**config.mk**
```make
export PLATFORM = sky130hd
export DESIGN_NAME = imem_loader_flat
export DESIGN_NICKNAME = d
export VERILOG_FILES = /design/src/rtl/imem_loader_if.sv /design/src/rtl/imem_loader.sv /design/src/flat_wrapper.sv
export SDC_FILE = /design/constraint.sdc
export NUM_CORES = 1
export LEC_CHECK = 0
export ABC_AREA = 1
export BUFFER_PORTS_ARGS = -buffer_cell sky130_fd_sc_hd__buf_2
export CORE_UTILIZATION = 36
export CTS_CLUSTER_DIAMETER = 200
export DETAILED_ROUTE_END_ITERATION = 12
export PLACE_DENSITY = 0.56
export SYNTH_ARGS = -nofsm -noshare
export SYNTH_HDL_FRONTEND = slang
export SYNTH_SLANG_ARGS = --single-unit
```
**constraint.sdc**
```tcl
create_clock -name clk -period 2.76 [get_ports clk]
set_input_delay 0.276 -clock clk [delete_from_list [all_inputs] [get_ports clk]]
set_output_delay 0.276 -clock clk [all_outputs]
set_load 0.1 [all_outputs]
```
**src/rtl/imem_loader_if.sv**
```systemverilog
// Boot byte stream and instruction-memory write bus shared by the loader and its environment.
// The loader takes the slave side: it consumes the stream and drives the write port.
interface imem_loader_if;
  logic [7:0]  in_data;
  logic        in_valid;
  logic        in_ready;
  logic        imem_wr_en;
  logic [31:0] imem_wr_addr;
  logic [31:0] imem_wr_data;

  modport master (
    output in_data,
    output in_valid,
    input  in_ready,
    input  imem_wr_en,
    input  imem_wr_addr,
    input  imem_wr_data
  );

  modport slave (
    input  in_data,
    input  in_valid,
    output in_ready,
    output imem_wr_en,
    output imem_wr_addr,
    output imem_wr_data
  );
endinterface

```
**src/rtl/imem_loader.sv**
```systemverilog
// Boot loader: takes a little-endian framed byte stream (word count, then words),
// writes it into instruction memory and releases the CPU reset when the load completes.
module imem_loader #(
  parameter int IMEM_WORDS = 256
) (
  input  logic         clk,
  input  logic         rst,
  input  logic         start,
  imem_loader_if.slave bus,
  output logic         cpu_rst_n,
  output logic         busy,
  output logic         done,
  output logic         error
);

  // One extra bit so the stored length can represent IMEM_WORDS itself.
  localparam int IDX_W = $clog2(IMEM_WORDS) + 1;

  typedef enum logic [1:0] {
    S_LEN,
    S_DATA,
    S_DONE,
    S_ERR
  } state_t;

  state_t            state;
  state_t            state_next;
  logic [1:0]        byte_cnt;
  logic [23:0]       shift_reg;
  logic [IDX_W-1:0]  word_idx;
  logic [IDX_W-1:0]  len;
  logic              accept;
  logic              last_byte;
  logic              last_word;
  logic [31:0]       word;

  always_ff @(posedge clk or posedge rst) begin
    if (rst) begin
      state <= S_LEN;
    end else begin
      state <= state_next;
    end
  end

  always_comb begin
    state_next   = state;
    busy         = 1'b0;
    done         = 1'b0;
    error        = 1'b0;
    bus.in_ready = 1'b0;
    accept       = 1'b0;
    last_byte    = 1'b0;
    last_word    = 1'b0;
    word         = {bus.in_data, shift_reg};

    case (state)
      S_LEN: begin
        busy         = 1'b1;
        bus.in_ready = !rst;
        accept       = bus.in_valid && !rst;
        last_byte    = accept && (byte_cnt == 2'd3);
        if (last_byte) begin
          if (word == 32'd0) begin
            state_next = S_DONE;
          end else if (word > 32'(IMEM_WORDS)) begin
            state_next = S_ERR;
          end else begin
            state_next = S_DATA;
          end
        end
      end
      S_DATA: begin
        busy         = 1'b1;
        bus.in_ready = !rst;
        accept       = bus.in_valid && !rst;
        last_byte    = accept && (byte_cnt == 2'd3);
        last_word    = (word_idx == len - IDX_W'(1));
        if (last_byte && last_word) begin
          state_next = S_DONE;
        end
      end
      S_DONE: begin
        done = 1'b1;
        if (start) begin
          state_next = S_LEN;
        end
      end
      S_ERR: begin
        error = 1'b1;
        if (start) begin
          state_next = S_LEN;
        end
      end
      default: state_next = S_LEN;
    endcase
  end

  // Byte assembly, write port and CPU reset release; lanes 0..2 are staged, lane 3 completes the word.
  always_ff @(posedge clk or posedge rst) begin
    if (rst) begin
      byte_cnt         <= 2'd0;
      shift_reg        <= 24'd0;
      word_idx         <= '0;
      len              <= '0;
      bus.imem_wr_en   <= 1'b0;
      bus.imem_wr_addr <= 32'd0;
      bus.imem_wr_data <= 32'd0;
      cpu_rst_n        <= 1'b0;
    end else begin
      bus.imem_wr_en <= 1'b0;
      cpu_rst_n      <= (state == S_DONE) && !start;

      if (accept) begin
        byte_cnt <= byte_cnt + 2'd1;
        case (byte_cnt)
          2'd0:    shift_reg[7:0]   <= bus.in_data;
          2'd1:    shift_reg[15:8]  <= bus.in_data;
          2'd2:    shift_reg[23:16] <= bus.in_data;
          default: ;
        endcase
      end

      if (state == S_LEN && last_byte) begin
        len      <= word[IDX_W-1:0];
        word_idx <= '0;
      end

      if (state == S_DATA && last_byte) begin
        bus.imem_wr_en   <= 1'b1;
        bus.imem_wr_addr <= 32'(word_idx) << 2;
        bus.imem_wr_data <= word;
        if (!last_word) begin
          word_idx <= word_idx + IDX_W'(1);
        end
      end

      // A reload starts a fresh frame from the count field.
      if ((state == S_DONE || state == S_ERR) && start) begin
        byte_cnt <= 2'd0;
        word_idx <= '0;
        len      <= '0;
      end
    end
  end

endmodule

```
**src/flat_wrapper.sv**
```systemverilog
// flat-port wrapper written by rule: the top's interface ports become plain ports
module imem_loader_flat 
#(
  parameter int IMEM_WORDS = 256
)
  (clk, rst, start, cpu_rst_n, busy, done, error, bus_in_data, bus_in_valid, bus_in_ready, bus_imem_wr_en, bus_imem_wr_addr, bus_imem_wr_data);
  imem_loader_if bus_i ();
  input  logic clk;
  input  logic rst;
  input  logic start;
  output logic cpu_rst_n;
  output logic busy;
  output logic done;
  output logic error;
  input wire logic [$bits(bus_i.in_data)-1:0] bus_in_data;
  input wire logic [$bits(bus_i.in_valid)-1:0] bus_in_valid;
  output wire logic [$bits(bus_i.in_ready)-1:0] bus_in_ready;
  output wire logic [$bits(bus_i.imem_wr_en)-1:0] bus_imem_wr_en;
  output wire logic [$bits(bus_i.imem_wr_addr)-1:0] bus_imem_wr_addr;
  output wire logic [$bits(bus_i.imem_wr_data)-1:0] bus_imem_wr_data;
  assign bus_i.in_data = bus_in_data;
  assign bus_i.in_valid = bus_in_valid;
  assign bus_in_ready = bus_i.in_ready;
  assign bus_imem_wr_en = bus_i.imem_wr_en;
  assign bus_imem_wr_addr = bus_i.imem_wr_addr;
  assign bus_imem_wr_data = bus_i.imem_wr_data;
  imem_loader #(.IMEM_WORDS(IMEM_WORDS)) u_core (.clk(clk), .rst(rst), .start(start), .bus(bus_i), .cpu_rst_n(cpu_rst_n), .busy(busy), .done(done), .error(error));
endmodule
```
* Yosys cells after proc, flatten, opt, wreduce, memory -nomap -nowiden
Index checks and enable logic that the tools add are counted.
** Storage, ports and cells
- Register bits :: 89
- Bits in latches :: 0
- Memory bits (writable) :: 0
- ROM bits :: 0
- Output and inout bits :: 70
- Logic and storage cells :: 68
- Memories kept :: 0
** Operators by class
- Add/subtract/negate cells :: 3
- Multipliers :: 0
- Divide/modulo/power cells :: 0
- Magnitude comparators :: 1
- Equality and inequality tests :: 10
- Shifts and indexed selects :: 0
- Muxes and demuxes :: 22
- Bitwise operators :: 0
- Reduce and logical (&&, ||, !) cells :: 21
** Operator list (count)
- 9-bit two-way mux :: 6
- 32-bit by 9-bit > comparator with 1-bit output, second input constant :: 1
- 32-bit zero test :: 1
- 2-bit two-way mux :: 7
- 9-bit by 1-bit adder with 9-bit output, second input constant :: 1
- 9-bit == test :: 1
- 9-bit by 1-bit subtractor with 9-bit output, second input constant :: 1
- 2-bit == test, second input constant :: 4
- 1-bit two-way mux :: 8
- 1-bit logical AND :: 7
- 2-bit by 1-bit inequality test with 1-bit output, second input constant :: 3
- 2-bit one-hot mux with 3 select lines :: 1
- 2-bit AND reduction :: 3
- 2-bit by 1-bit == test with 1-bit output, second input constant :: 2
- 2-bit zero test :: 2
- 2-bit nonzero test :: 2
- 2-bit OR reduction :: 2
- 3-bit AND reduction :: 1
- 2-bit by 1-bit adder with 2-bit output, second input constant :: 1
- 1-bit zero test :: 2
- 1-bit logical OR :: 1

* Logic depth before layout (Yosys ltp)
Gate-level depths: netlist of the first run.
- Depth after elaboration :: 9
- Mapped depth :: 13
- Mapped depth without buffers :: 13

* Least setup slack after synthesis of the first run
No wires, ideal clock.
- Path kind :: register to output
- From :: register u_core.state[1]
- To :: output port done
- Arrival :: 2.349 ns
- Slack :: 0.135 ns
- Cell stages (with the launch flop) :: 3
- Path buffers :: 0
- Cell sequence :: dfrtp_1 inv_1 nor2_1
** Between the ends
- Word-level cells in the longest chain between the ends :: 2
** RTL lines
- from (decl) :: RTL line imem_loader.sv:26 : state_t state;
- from (signal assigned) :: RTL line imem_loader.sv:41 : state <= state_next;
- 2-bit == test :: RTL line imem_loader.sv:56 : case (state)
- 1-bit two-way mux :: RTL line imem_loader.sv:56
- to (decl) :: RTL line flat_wrapper.sv:13 : output logic done;
No other way between the ends.

* Final worst setup path of the first run
- From :: register u_core.len[0]
- To :: register u_core.word_idx[4]
** Between the ends
- Word-level cells in the longest chain between the ends :: 6
** RTL lines
- from (decl) :: RTL line imem_loader.sv:31 : logic [IDX_W-1:0] len;
- from (signal assigned) :: RTL line imem_loader.sv:124 : len <= word[IDX_W-1:0];
- 9-bit by 1-bit subtractor with 9-bit output :: RTL line imem_loader.sv:77 : last_word = (word_idx == len - IDX_W'(1));
- 9-bit == test :: RTL line imem_loader.sv:77
- 1-bit two-way mux :: RTL line imem_loader.sv:56
- 9-bit two-way mux :: RTL line imem_loader.sv:132 : if (!last_word) begin
- 9-bit two-way mux :: RTL line imem_loader.sv:128 : if (state == S_DATA && last_byte) begin
- 9-bit two-way mux :: RTL line imem_loader.sv:138 : if ((state == S_DONE || state == S_ERR) && start) begin
- to (signal assigned) :: RTL line imem_loader.sv:133 : word_idx <= word_idx + IDX_W'(1);
- to (decl) :: RTL line imem_loader.sv:30 : logic [IDX_W-1:0] word_idx;
No other way between the ends.
A chain may end at the register's enable or synchronous reset.

==> flow_summary.yaml, run 1 <==
clock_network:
  clock_path_buffers: 2
  clock_tree_from_tritoncts: "yes"
  cts_resized: 0
  cts_inserted_buffers: 9
  cts_max_level: 3
  post_cts_buffers: 0
  clockRootBuffer: "clkbuf_16"
  clock_latency_ns: 0.35
  cts_num_sinks: 89
  cts_hold_buffers: 0
  worst_path_clk_slew_ns: 0.06
drt:
  post-route-drc-count: 7
  vias_per_cell: 4.69
  initialDrtViolationCount: 206
  num_vias: 3352
  routed_wirelength_mm: 9.60
  detail_route.first_pass.iterations: 9
  post_drt_wl_per_cell_um: 13.4
  ant_nets: 0
synth:
  postSynth.topFlopCell: "dfrtp_1"
  synth.cell_area_um2: 4310
  synth_enable_flop_cells: 0
  synthDistinctLibCells: 34
  netlist.area_leader.share: 0.517
  top_cell_type_by_total_area_after_synthesis: "dfrtp_1"
  yosys-top-cells-area: "dfrtp_1 (52%), nand2_1 (12%), o21ai_0 (7.3%), inv_1 (5.3%), buf_4 (4.5%)"
  synth.yosys.warnings: 0
  post_synth_inst_count: 508
  synthesis.area_per_instance_um2: 8.48
  synth.yosys.seq_area_share: 0.517
  synth_async_sr_flop_share: 1.00
  yosys_register_bits: 89
die:
  io-pin-count: 82
  die-area_um2: 12400
  placementRows: 39
  coreArea_um2: 11500
  horizontal_die_dimension_um: 111
  initial_core_util: 0.374
  die_y_um: 111
worst_setup_path:
  worst_reg2reg_startpoint: "u_core.len[0]$_DFFE_PP0P_"
  worstPathCellList: "inv_1 > ha_1 > xnor2_1 > inv_1 > nand2_1 > nand2_1 > nor2_1 > nand4_4 > nand2_1 > nand2_1 > nand2_1 > nor2_1"
  cp_slowest_stage_delay_ns: 0.39
  reg2reg_depth: 12
  critPathSlowestCell: "dfrtp_1"
  worst_ep_required_time_ns: 2.99
  critical_path.startpoint: "u_core.len[0]$_DFFE_PP0P_"
  worst-endpoint-arrival_ns: 2.38
  timing.critical_path.to_type: "flop"
  worst_setup_path_start_kind: "flop"
  critical_path.max_fanout: 14
  timing.critical_path.mode_cell: "nand2_1"
  worst-setup-path-type: "reg -> reg"
grt:
  grt_usage: 0.165
  wire_length_of_the_first_global_routing_pass_mm: 16.0
  vias_in_the_first_global_route: 3247
  grt_start_max_net_pins: 52
  grt_antenna_before_repair: 0
  gr-total-overflow: 0
pwr:
  power.net_switching_mw: 2.31
  power_per_cell_area_nw_per_um2: 1010
  leakagePower_nw: 2.67
  pwr-share-clk: 0.254
  peakVddDrop_uv: 491
  p_int_mw: 2.69
  pwr-share-comb: 0.387
  switching_share: 0.462
  power.sequential.fraction: 0.360
final_layout:
  post_route_cells_drive_above_1_share: 0.187
  nNetsFinal: 585
  largest_register_ff_count: 32
  final_core_utilization: 0.431
  syn2layout_area_growth_pct: 15.1
  layout_commonest_cell: "nand2_1"
  most-common-layout-cells: "nand2_1 (138), dfrtp_1 (89), o21ai_0 (63)"
  design_area_um2: 4960
  num_antenna_cells: 0
placement:
  detailedPlace.worstSlack_ns: 0.633
  detailed_place_hpwl_mm: 6.98
  gp_congestion: 0.835
  placed_area_um2: 4650
  io_buffers: 58
timing:
  actual_slew_at_the_worst_max_slew_pin_ns: 0.889
  worst_slew_margin: 0.407
  unrepaired_setup_endpoints_after_global_routing: "no"
  worst_slack_ns: 0.611
  worst_hold_slack_ns: 0.105
  finalSetupTns_ns: 0
  final-max-slew-violation-count: 0
  timing.clock.skew_ns: 0.00584
  timing.final.setup_violations: 0
  timing.final.crit_share: 0.779
  final_period_minus_worst_setup_slack_ns: 2.15
  final-hold-violation-count: 0
  fmax_mhz: 465
status:
  result_of_the_run: "complete, but fails checks"
  failing_checks: "design-rule violations"
worst_hold_path:
  min_path_type: "in -> async"
run:
  max_cap_violations: 0
[synthesized netlist by cell type, types with 6 or more instances]
cell / number
inv_1: 61
o21ai_1: 8
nand2_1: 138
o22ai_1: 7
ha_1: 6
nor2_1: 27
buf_4: 26
nand4_1: 7
nor2_2: 8
nand3_1: 18
dfrtp_1: 89
clkbuf_1: 8
xor2_1: 6
o21ai_0: 63
[layer usage]
metal	wire, um	up-vias	GRT usage	share of wire
li1	-	1685	-	-
met1	4420	1575	0.207	0.46
met2	4640	80	0.278	0.48
met3	399	12	0.0403	0.042
met4	140	0	0.0622	0.015
met5	0	-	0	0
[worst paths after layout]
check                                                                to  slack, ns
worst min register to register   u_core.bus.imem_wr_addr[9]$_DFFE_PP0P_       0.47
max in group asynchronous       u_core.bus.imem_wr_data[17]$_DFFE_PP0P_       1.89
worst max-delay path                       u_core.word_idx[4]$_DFF_PP0_       0.61
worst min-delay path                         u_core.cpu_rst_n$_DFF_PP0_       0.11
min in group clk                             u_core.cpu_rst_n$_DFF_PP0_       0.11
worst max register to register             u_core.word_idx[4]$_DFF_PP0_       0.61
[metrics by stage]
step / instances / total power, mW
after CTS: 715 / 5.06
final: 715 / 5.01
after floorplan: 530 / 3.43
after global routing: 715 / 5.30
after global placement: 699 / 3.74
after detailed placement: 699 / 3.77
[area by class of cell]
| cell class | count | area (um2) |
|---|---|---|
| fill | 1152 | 6560 |
| sequential | 89 | 2230 |
| multi-input combinational | 337 | 1660 |
| timing repair buffer | 64 | 335 |
| inverter | 66 | 250 |
| clock buffer | 10 | 239 |
| tap | 143 | 179 |
| clock inverter | 6 | 72.6 |
[power by group through the flow]
stage | Clock, mW | Combinational [mW] | Sequential [mW]
final | 1.27 | 1.94 | 1.80
after global routing | 1.36 | 2.09 | 1.84
after CTS | 1.31 | 1.95 | 1.80
after detailed placement | 0 | 1.95 | 1.82
after global placement | 0 | 1.93 | 1.82
after floorplan | 0 | 0.957 | 2.47
[kinds of logic (layout without fill, tap and decap cells)]
family	after synthesis	count (layout)	share of synthesized area
buffers and inverters	104	146	0.118
AND/OR/NAND/NOR	213	213	0.220
AO/OA/AOI/OAI	85	85	0.107
XOR/XNOR	10	10	0.0203
other	1	23	0.000871
flip-flops	89	89	0.517
adder cells (fa/ha/maj)	6	6	0.0174
[worst max-delay path: cells and delay by family (launching register included)]
| family | cells | cell delay (ns) |
|---|---|---|
| buf+inv | 2 | 0.19 |
| fa+ha+maj | 1 | 0.28 |
| xor+xnor | 1 | 0.17 |
| flops | 1 | 0.39 |
| simple gates | 8 | 1.01 |
Power figures use the tool's default switching activity.
==> run 2, diff against run 1 <==
Settings changed: PLACE_DENSITY 0.56 to 0.54.
Clock period 2.76 ns to 2 ns, I/O delays scaled along.
==> run 2 against run 1 <==
Net effect:
- the run still ends with design-rule violations left
- clock skew increased by 0.00095 ns
- sequential cell count stayed put
- cell area grew 2.3%
- setup slack worse by 0.45 ns
- sequential share of layout area shrank 1.0 points
- via count up 0.42%
- register-to-register slack got worse by 0.45 ns
- clock-buffer cell count fell by 1
- combinational power increased by 38%
- power rose by 38%
- global-route usage is 0.14 points lower
==> flow_summary.yaml, run 2 (same netlist as run 1, synthesis figures left out) <==
timing:
  final-hold-violation-count: 0
  finalSetupTns_ns: 0
  timing.final.crit_share: 0.921
  unrepaired_setup_endpoints_after_global_routing: "no"
  worst_slew_margin: 0.602
  timing.final.setup_violations: 0
  timing.clock.skew_ns: 0.00680
  fmax_mhz: 543
  final_period_minus_worst_setup_slack_ns: 1.84
  actual_slew_at_the_worst_max_slew_pin_ns: 0.596
  final-max-slew-violation-count: 0
  worst_slack_ns: 0.158
placement:
  io_buffers: 58
  gp_congestion: 0.815
  dp_cells: 701
  detailedPlace.worstSlack_ns: 0.0128
  detailed_place_hpwl_mm: 6.88
grt:
  grt_start_max_net_pins: 37
  vias_in_the_first_global_route: 3316
  grt_antenna_before_repair: 0
  gr-total-overflow: 0
  grt_usage: 0.164
  wire_length_of_the_first_global_routing_pass_mm: 16.0
final_layout:
  nNetsFinal: 591
  post_route_cells_drive_above_1_share: 0.209
  final_cell_count_no_fill: 721
  layout_commonest_cell: "nand2_1"
  num_antenna_cells: 0
  fillers: 1137
  most-common-layout-cells: "nand2_1 (136), dfrtp_1 (88), o21ai_0 (63)"
  largest_register_ff_count: 32
  syn2layout_area_growth_pct: 17.8
  final_core_utilization: 0.441
clock_network:
  cts_inserted_buffers: 9
  cts_max_level: 3
  clock_path_buffers: 2
  clock_latency_ns: 0.35
  clockRootBuffer: "clkbuf_16"
  cts_num_sinks: 89
  clock_tree_from_tritoncts: "yes"
  worst_path_clk_slew_ns: 0.07
pwr:
  total_power_mw: 6.89
  power_per_cell_area_nw_per_um2: 1360
  peakVddDrop_uv: 783
  leakagePower_nw: 2.71
worst_setup_path:
  worst_setup_path_start_kind: "flop"
  worst_reg2reg_startpoint: "u_core.len[1]$_DFFE_PP0P_"
  critical_path.startpoint: "u_core.len[1]$_DFFE_PP0P_"
  critical_path.max_fanout: 5
  rr_endpoint: "u_core.word_idx[2]$_DFF_PP0_"
  worst-setup-path-type: "reg -> reg"
  timing.critical_path.to_type: "flop"
  critPathCapture: "u_core.word_idx[2]$_DFF_PP0_"
  worst_ep_required_time_ns: 2.23
  worst-endpoint-arrival_ns: 2.07
  reg2reg_depth: 12
  regToRegSetupSlack_ns: 0.16
status:
  failing_checks: "design-rule violations"
  result_of_the_run: "complete, but fails checks"
drt:
  num_vias: 3366
  ant_nets: 0
  initialDrtViolationCount: 121
  detail_route.first_pass.iterations: 8
  vias_per_cell: 4.67
  routed_wirelength_mm: 9.55
  post_drt_wl_per_cell_um: 13.2
  post-route-drc-count: 11
die:
  die_y_um: 111
  io-pin-count: 82
  die-area_um2: 12400
  coreArea_um2: 11500
  horizontal_die_dimension_um: 111
  placementRows: 39
  initial_core_util: 0.374
run:
  max_cap_violations: 0
worst_hold_path:
  min_path_type: "in -> reg"
run 2: power by group:
part           leakage [nW]  internal (mW)  switching, mW  total [mW]
Combinational          1.36          0.506           2.17        2.68
Sequential             1.20           2.21          0.295        2.50
Clock                 0.150          0.894          0.816        1.71
run 2: cell type report:
class	instances	area, um2	area share
sequential	89	2230	0.439
multi-input combinational	337	1690	0.332
timing repair buffer	70	428	0.0843
inverter	66	253	0.0498
clock buffer	9	225	0.0444
tap	143	179	0.0353
clock inverter	7	76.3	0.0150
run 2: how the worst min path moves through the flow:
| stage | start | endpoint | slack [ns] | cells after the start |
|---|---|---|---|---|
| floorplan | start | u_core.cpu_rst_n$_DFF_PP0_ | 0.27 | 1 |
| global placement | rst | u_core.bus.imem_wr_data[11]$_DFFE_PP0P_ | 0.32 | 2 |
| detailed placement | rst | u_core.bus.imem_wr_data[11]$_DFFE_PP0P_ | 0.34 | 2 |
| CTS | start | u_core.cpu_rst_n$_DFF_PP0_ | 0.04 | 2 |
| global route | start | u_core.cpu_rst_n$_DFF_PP0_ | 0.04 | 2 |
| finish | start | u_core.cpu_rst_n$_DFF_PP0_ | 0.04 | 2 |
run 2: through the flow:
step / hold slack (ns) / area, um2
after floorplan: 0.271 / 4400
after global placement: 0.325 / 4710
after detailed placement: 0.337 / 4710
after CTS: 0.0395 / 5030
after global routing: 0.0373 / 5070
final: 0.0421 / 5070
run 2: worst max-delay path, stage by stage (launching register included):
cell and delay [ns]:
dfrtp_1 0.39, inv_1 0.09, ha_2 0.28, inv_1 0.05, nand2_1 0.04, nand2_1 0.06, and2_4 0.13, nand2_2 0.06
nor2_4 0.14, nand4_4 0.13, buf_6 0.17, a22oi_1 0.14, nor2_1 0.05
run 2: repair_timing:
item,CTS,global route
gates cloned,0,0
pin swaps,0,3
hold buffers,1,0
setup endpoints to repair,1,11
gates resized for setup,1,9
buffers inserted,0,3
endpoints found under the hold margin,21,0
run 2: layer usage:
metal  part of all wire  GRT usage  vias to the layer above
li1                   -          -                     1692
met1               0.47      0.204                     1606
met2               0.49      0.282                       59
met3              0.028     0.0316                        9
met4              0.012     0.0622                        0
met5                  0          0                        -
